--- src/rtl/ram_arbiter.sv ---
// ram_arbiter: two-requester arbiter in front of a 32x8 single-port RAM with
// a registered read output. Commands are accepted one per cycle, pass through
// a command stage (S1) that drives the RAM, then a response stage (S2) that
// lines up with the RAM read data. Responses return two cycles after accept,
// in global accept order.
//
// Build option:
//   ARB_FIXED_PRIO_EN  defined   -> port 0 always wins contention
//                      undefined -> round-robin on contention (default)
module ram_arbiter (
    input  logic       clk,
    input  logic       rst_n,
    // requester 0
    input  logic       req0_valid,
    output logic       req0_ready,
    input  logic       req0_we,
    input  logic [4:0] req0_addr,
    input  logic [7:0] req0_wdata,
    output logic       rsp0_valid,
    output logic [7:0] rsp0_rdata,
    // requester 1
    input  logic       req1_valid,
    output logic       req1_ready,
    input  logic       req1_we,
    input  logic [4:0] req1_addr,
    input  logic [7:0] req1_wdata,
    output logic       rsp1_valid,
    output logic [7:0] rsp1_rdata,
    // RAM side
    output logic [7:0] ram_din,
    output logic [4:0] ram_addr,
    output logic       ram_w_en,
    input  logic [7:0] ram_dout
);

    logic       grant0;
    logic       grant1;
    logic       accept;

    logic       last_grant_q, last_grant_d;
    logic       s1_valid_q,   s1_valid_d;
    logic       s1_port_q,    s1_port_d;
    logic       s1_we_q,      s1_we_d;
    logic [4:0] s1_addr_q,    s1_addr_d;
    logic [7:0] s1_wdata_q,   s1_wdata_d;
    logic       s2_valid_q,   s2_valid_d;
    logic       s2_port_q,    s2_port_d;
    logic       s2_we_q,      s2_we_d;

    // Arbitration: a lone requester always wins; contention is settled by
    // priority mode (last_grant points at the port that won most recently).
    always_comb begin
        // NOTE: every output of a combinational block gets a default first so
        // no path leaves it unassigned, which would infer a latch.
        grant0 = req0_valid;
        grant1 = req1_valid;
        if (req0_valid && req1_valid) begin
`ifdef ARB_FIXED_PRIO_EN
            grant0 = 1'b1;
            grant1 = 1'b0;
`else
            grant0 = last_grant_q;
            grant1 = ~last_grant_q;
`endif
        end
    end

    assign req0_ready = rst_n & req0_valid & grant0;
    assign req1_ready = rst_n & req1_valid & grant1;
    assign accept     = req0_ready | req1_ready;

    // Next-state: load S1 from the winning port, shift S1 into S2.
    always_comb begin
        last_grant_d = last_grant_q;
        s1_valid_d   = accept;
        s1_port_d    = s1_port_q;
        s1_we_d      = s1_we_q;
        s1_addr_d    = s1_addr_q;
        s1_wdata_d   = s1_wdata_q;
        s2_valid_d   = s1_valid_q;
        s2_port_d    = s1_port_q;
        s2_we_d      = s1_we_q;
        if (accept) begin
            last_grant_d = req1_ready;
            s1_port_d    = req1_ready;
            s1_we_d      = req1_ready ? req1_we    : req0_we;
            s1_addr_d    = req1_ready ? req1_addr  : req0_addr;
            s1_wdata_d   = req1_ready ? req1_wdata : req0_wdata;
        end
    end

    // Pipeline and arbitration state with synchronous active-low reset.
    always_ff @(posedge clk) begin
        // NOTE: state registers use non-blocking assignments so every register
        // samples the pre-edge values, independent of statement order.
        if (!rst_n) begin
            last_grant_q <= 1'b1;
            s1_valid_q   <= 1'b0;
            s1_port_q    <= 1'b0;
            s1_we_q      <= 1'b0;
            s1_addr_q    <= '0;
            s1_wdata_q   <= '0;
            s2_valid_q   <= 1'b0;
            s2_port_q    <= 1'b0;
            s2_we_q      <= 1'b0;
        end else begin
            last_grant_q <= last_grant_d;
            s1_valid_q   <= s1_valid_d;
            s1_port_q    <= s1_port_d;
            s1_we_q      <= s1_we_d;
            s1_addr_q    <= s1_addr_d;
            s1_wdata_q   <= s1_wdata_d;
            s2_valid_q   <= s2_valid_d;
            s2_port_q    <= s2_port_d;
            s2_we_q      <= s2_we_d;
        end
    end

    // RAM drive from S1; the write enable is also gated by reset so a write
    // caught in S1 during a reset cycle never reaches the array.
    assign ram_addr = s1_valid_q ? s1_addr_q  : 5'd0;
    assign ram_din  = s1_valid_q ? s1_wdata_q : 8'd0;
    assign ram_w_en = rst_n & s1_valid_q & s1_we_q;

    // Responses from S2, aligned with the registered RAM output.
    assign rsp0_valid = s2_valid_q & ~s2_port_q;
    assign rsp1_valid = s2_valid_q &  s2_port_q;
    assign rsp0_rdata = (rsp0_valid && !s2_we_q) ? ram_dout : 8'd0;
    assign rsp1_rdata = (rsp1_valid && !s2_we_q) ? ram_dout : 8'd0;

endmodule

--- config.mk ---
export PLATFORM = sky130hd
export DESIGN_NAME = ram_arbiter
export DESIGN_NICKNAME = d
export VERILOG_FILES = /design/src/rtl/ram_arbiter.sv
export SDC_FILE = /design/constraint.sdc
export NUM_CORES = 1
export LEC_CHECK = 0
export CAP_MARGIN = 10
export CORE_ASPECT_RATIO = 1.1
export CORE_MARGIN = 10
export CORE_UTILIZATION = 36
export DETAILED_ROUTE_END_ITERATION = 8
export PLACE_DENSITY = 0.8
export SLEW_MARGIN = 20
export SYNTH_ARGS = -nofsm -noshare
export SYNTH_HDL_FRONTEND = slang
export SYNTH_SLANG_ARGS = --single-unit
--- constraint.sdc ---
create_clock -name clk -period 1.8 [get_ports clk]
set_clock_uncertainty 0.2 [all_clocks]
set_input_delay 0.36 -clock clk [delete_from_list [all_inputs] [get_ports clk]]
set_output_delay 0.36 -clock clk [all_outputs]
set_load 0.005 [all_outputs]
# Yosys cells after proc, flatten, opt, wreduce, memory -nomap -nowiden
# Index checks and enable logic that the tools add are counted.
# word_totals
regBits	20
output_inout_bits	34
wordCells	33
# classes
reduce_logical	4
n_mux	9
n_bitwise	11
# op_table
op	n
8-bit 2-to-1 mux	4
5-bit 2-to-1 mux	2
1-bit AND	8
1-bit logical AND	3
1-bit 2-to-1 mux	3
1-bit inverter	2
1-bit zero test	1
1-bit bitwise OR	1

# Depth between registers and ports, before layout
# depth
ltp_word	4
ltp_mapped	4
depth_no_buf	3

# Worst setup path after synthesis
# No wires, ideal clock.
# synth_path
path_type	register to output
startpoint	register s2_valid_q
endpoint	output rsp0_rdata[0]
path_stages_with_launch	3
setup_slack_ps	344
t_required_ps	1240
arrival_ps	896
path_cell_list	dfxtp_1 nor3b_1 and2_1
# synth_via
elab_chain_len	3
# synth_rtl
item	line_no	source
from (decl)	46	logic s2_valid_q, s2_valid_d;
from (signal assigned)	113	s2_valid_q <= s2_valid_d;
1-bit AND	126	assign rsp0_valid = s2_valid_q & ~s2_port_q;
1-bit logical AND	128	assign rsp0_rdata = (rsp0_valid && !s2_we_q) ? ram_dout : 8'd0;
8-bit 2-to-1 mux	128	
to (decl)	20	output logic [7:0] rsp0_rdata,
# Every way passes these cells.

# Final worst setup path
# layout_path
startpoint	register s2_we_q
endpoint	output rsp0_rdata[0]
# layout_via
elab_chain_len	3
# layout_rtl
item	line_no	source
from (decl)	48	logic s2_we_q, s2_we_d;
from (signal assigned)	115	s2_we_q <= s2_we_d;
1-bit zero test	128	
1-bit logical AND	128	
8-bit 2-to-1 mux	128	
# Every way passes these cells.

==> metrics.md <==
| Metric | Value |
|---|---|
| Status | `finished, violations left` |
| Failing checks | `setup timing` |
| Antenna violations before repair | `0` |
| Slew margin rel. | `0.841` |
| Core footprint | `3050 um^2` |
| P&R area growth vs syn | `86.8%` |
| Sequential area share after synthesis | `0.349` |
| CTS tree | `yes` |
| Post-Syn Area | `1150 um^2` |
| FMAX | `0.538 GHz` |
| Top-area cell type share of the netlist area | `0.349` |
| WL per Instance | `15.9 um` |
| Final period utilization | `1.03` |
| Synth Register Bits | `20` |
| Syn_nets | `171` |
| Placed wire-length estimate | `3230 um` |
| Worst VDD drop | `0.530 mV` |
| Vias in the first global route | `1367` |
| Global placement routability congestion | `0.780` |
| CP Capture Type | `primary output` |
| Worst-margin pin slew | `239 ps` |
| Row count | `21` |
| Vias | `1264` |
| Boundary Pins | `74` |
| Synth warn | `0` |
| DR DRC count | `0` |
| Via-to-Cell Ratio | `4.92` |
| Seq. cell area | `409 um^2` |
| CP Launch Type | `flip-flop` |
| Clock Latency Late Sink | `290 ps` |
| Finished Cell Area | `2150 um^2` |
| Filler Cell Count | `241` |
| Hold Fails Final Rpt | `0` |
| Max Cap Violations | `0` |
| Slowest CP cell | `dfxtp_2` |
| Max-slew violations | `0` |
| Clock Path Buffers | `2` |
| Cell variety after synth | `25` |
| Root Buffer | `clkbuf_4` |
| Final nets | `264` |
| Most used cell, CP | `buf_6` |
| Syn Inst Count | `131` |
| Area of the multi-input gates | `733 um^2` |
| Layout cells sized above 1 | `0.399` |
| Leading cell type in the layout, fill and taps excluded | `clkdlybuf4s50_1` |
| Chip Width | `73.9 um` |
| Grt ovf | `0` |
| Initial Util | `0.377` |
| Final ANT Viol Nets | `0` |
| Placement Setup Slack | `-551 ps` |
| Final min period | `1860 ps` |
| IO Port Bufs | `73` |
| Core Util, Final | `0.704` |
| Die area | `5850 um^2` |
| Data required time of the worst path | `1240 ps` |
| Pwr Total | `0.00109 W` |
| Mean post-synth cell area | `8.77 um^2` |
| Hold WC Path Type | `flip-flop to flip-flop` |
| Antenna fix cells | `0` |
| Critical setup path kind | `flip-flop to primary output` |
| RSZ-0062 raised after global routing | `yes` |
| Cell accounting for the most synthesized area | `dfxtp_1` |
| Die Ht | `79.2 um` |
| Leakage power | `0.949 nW` |
| Crit-path cells | `buf_6 -> nor3b_4 -> buf_4 -> and2_4 -> buf_6` |
| DRT Wirelength | `4090 um` |
| Total CTS buffers | `3` |
| CP Max Fanout | `3` |
| Synth top area cells | `dfxtp_1 35%, and2_1 19%, a31oi_2 9.8%, nand2_1 6.5%, nand2_2 4.9%` |
| Power per Cell Area | `507 nW/um^2` |
| Reg clk slew, reported paths | `110 ps` |
| Worst Setup Slack, final | `-58.5 ps` |
| DP Area | `1990 um^2` |
| Global Route Usage Sum | `0.133` |
| First-pass GRT wire length | `6330 um` |
| Starting DRT DRC Count | `26` |
| Pre-Repair DR Iteration Count | `4` |
| CTS Sinks | `20` |
| CTS H-tree depth | `1` |
| Final setup vio count | `13` |
| Commonest non-fill, non-tap cells in the layout | `36 x clkdlybuf4s50_1, 20 x and2_1, 20 x nand2_1` |
| Largest net degree at the start of global routing | `16` |
| Crit path largest cell delay | `340 ps` |
| Critical path arrival | `1300 ps` |
| Fin Hold WS | `296 ps` |
## kinds of logic after synthesis
logic type | synth area share
buf+inv | 0.0566
flops | 0.349
compound gates | 0.249
simple gates | 0.345
## metal layers
metal,vias up,wire length [um],global-route usage,part of all wire
met5,-,0,0,0
met4,0,48,0.0522,0.012
met3,4,480,0.0597,0.12
met2,66,1970,0.232,0.48
met1,566,1590,0.134,0.39
li1,628,-,-,-
## repair_timing
| action | in CTS | in global routing |
|---|---|---|
| endpoints found under the hold margin | 0 | 0 |
| gates resized for setup | 119 | 24 |
| pin swaps | 13 | 3 |
| buffers inserted | 6 | 2 |
| hold buffers | 0 | 0 |
| endpoints found under the setup margin | 34 | 27 |
## critical path, delay by kind of cell (launching register included)
kind	cells	cell delay (ps)
flip-flops	1	340
buffers and inverters	3	330
AND/OR/NAND/NOR	2	330
## sequential cells by signal (all words and copies together) (netlist names)
name,cells
s1_wdata_q,8
s1_addr_q,5
last_grant_q,1
s1_port_q,1
s1_valid_q,1
s1_we_q,1
s2_port_q,1
s2_valid_q,1
s2_we_q,1
## metrics by stage
| stage | TNS (ps) | cells |
|---|---|---|
| 5_1_grt | -1350 | 257 |
| 3_3_place_gp | -6470 | 246 |
| 3_5_place_dp | -6980 | 246 |
| 4_1_cts | -705 | 255 |
| 6_report | -552 | 257 |
| 2_1_floorplan | 0 | 131 |
## cell type report
class | count | share of cell area
multi-input combinational | 104 | 0.342
tap | 34 | 0.0198
clock buffer | 4 | 0.0169
sequential | 20 | 0.191
timing repair buffer | 95 | 0.431
## synth_stat cells
library cell and instances:
buf_6 1, buf_8 1, o21a_4 1, nor2_1 1, buf_4 1, and2_1 35, a31oi_1 4, o221a_2 1
o31a_1 1, a21bo_4 1, buf_12 1, clkbuf_1 3, or2b_1 1, and3_1 2, o21ai_2 1, a31oi_2 9
nand2_1 20, nor2b_1 1, o21ai_1 5, nand2_2 9, and3b_1 1, nor3b_1 1, dfxtp_1 20, a21boi_4 1
o21ai_0 9
## power by group
part / internal, W / total [W] / switching (W)
clock: 0.000123 / 0.000257 / 0.000133
sequential: 0.000476 / 0.000494 / 0.0000173
combinational: 0.000209 / 0.000339 / 0.000130
## worst paths after layout
check | from | to | slack (ps) | cells after the start
setup / recovery | s2_we_q | rsp0_rdata[0] | -60 | 5
hold / removal | s1_we_q | s2_we_q | 300 | 1
setup reg to reg | last_grant_q | s1_we_q | 320 | 4
hold reg to reg | s1_we_q | s2_we_q | 300 | 1
No activity file was read; power rests on OpenSTA's default activity.
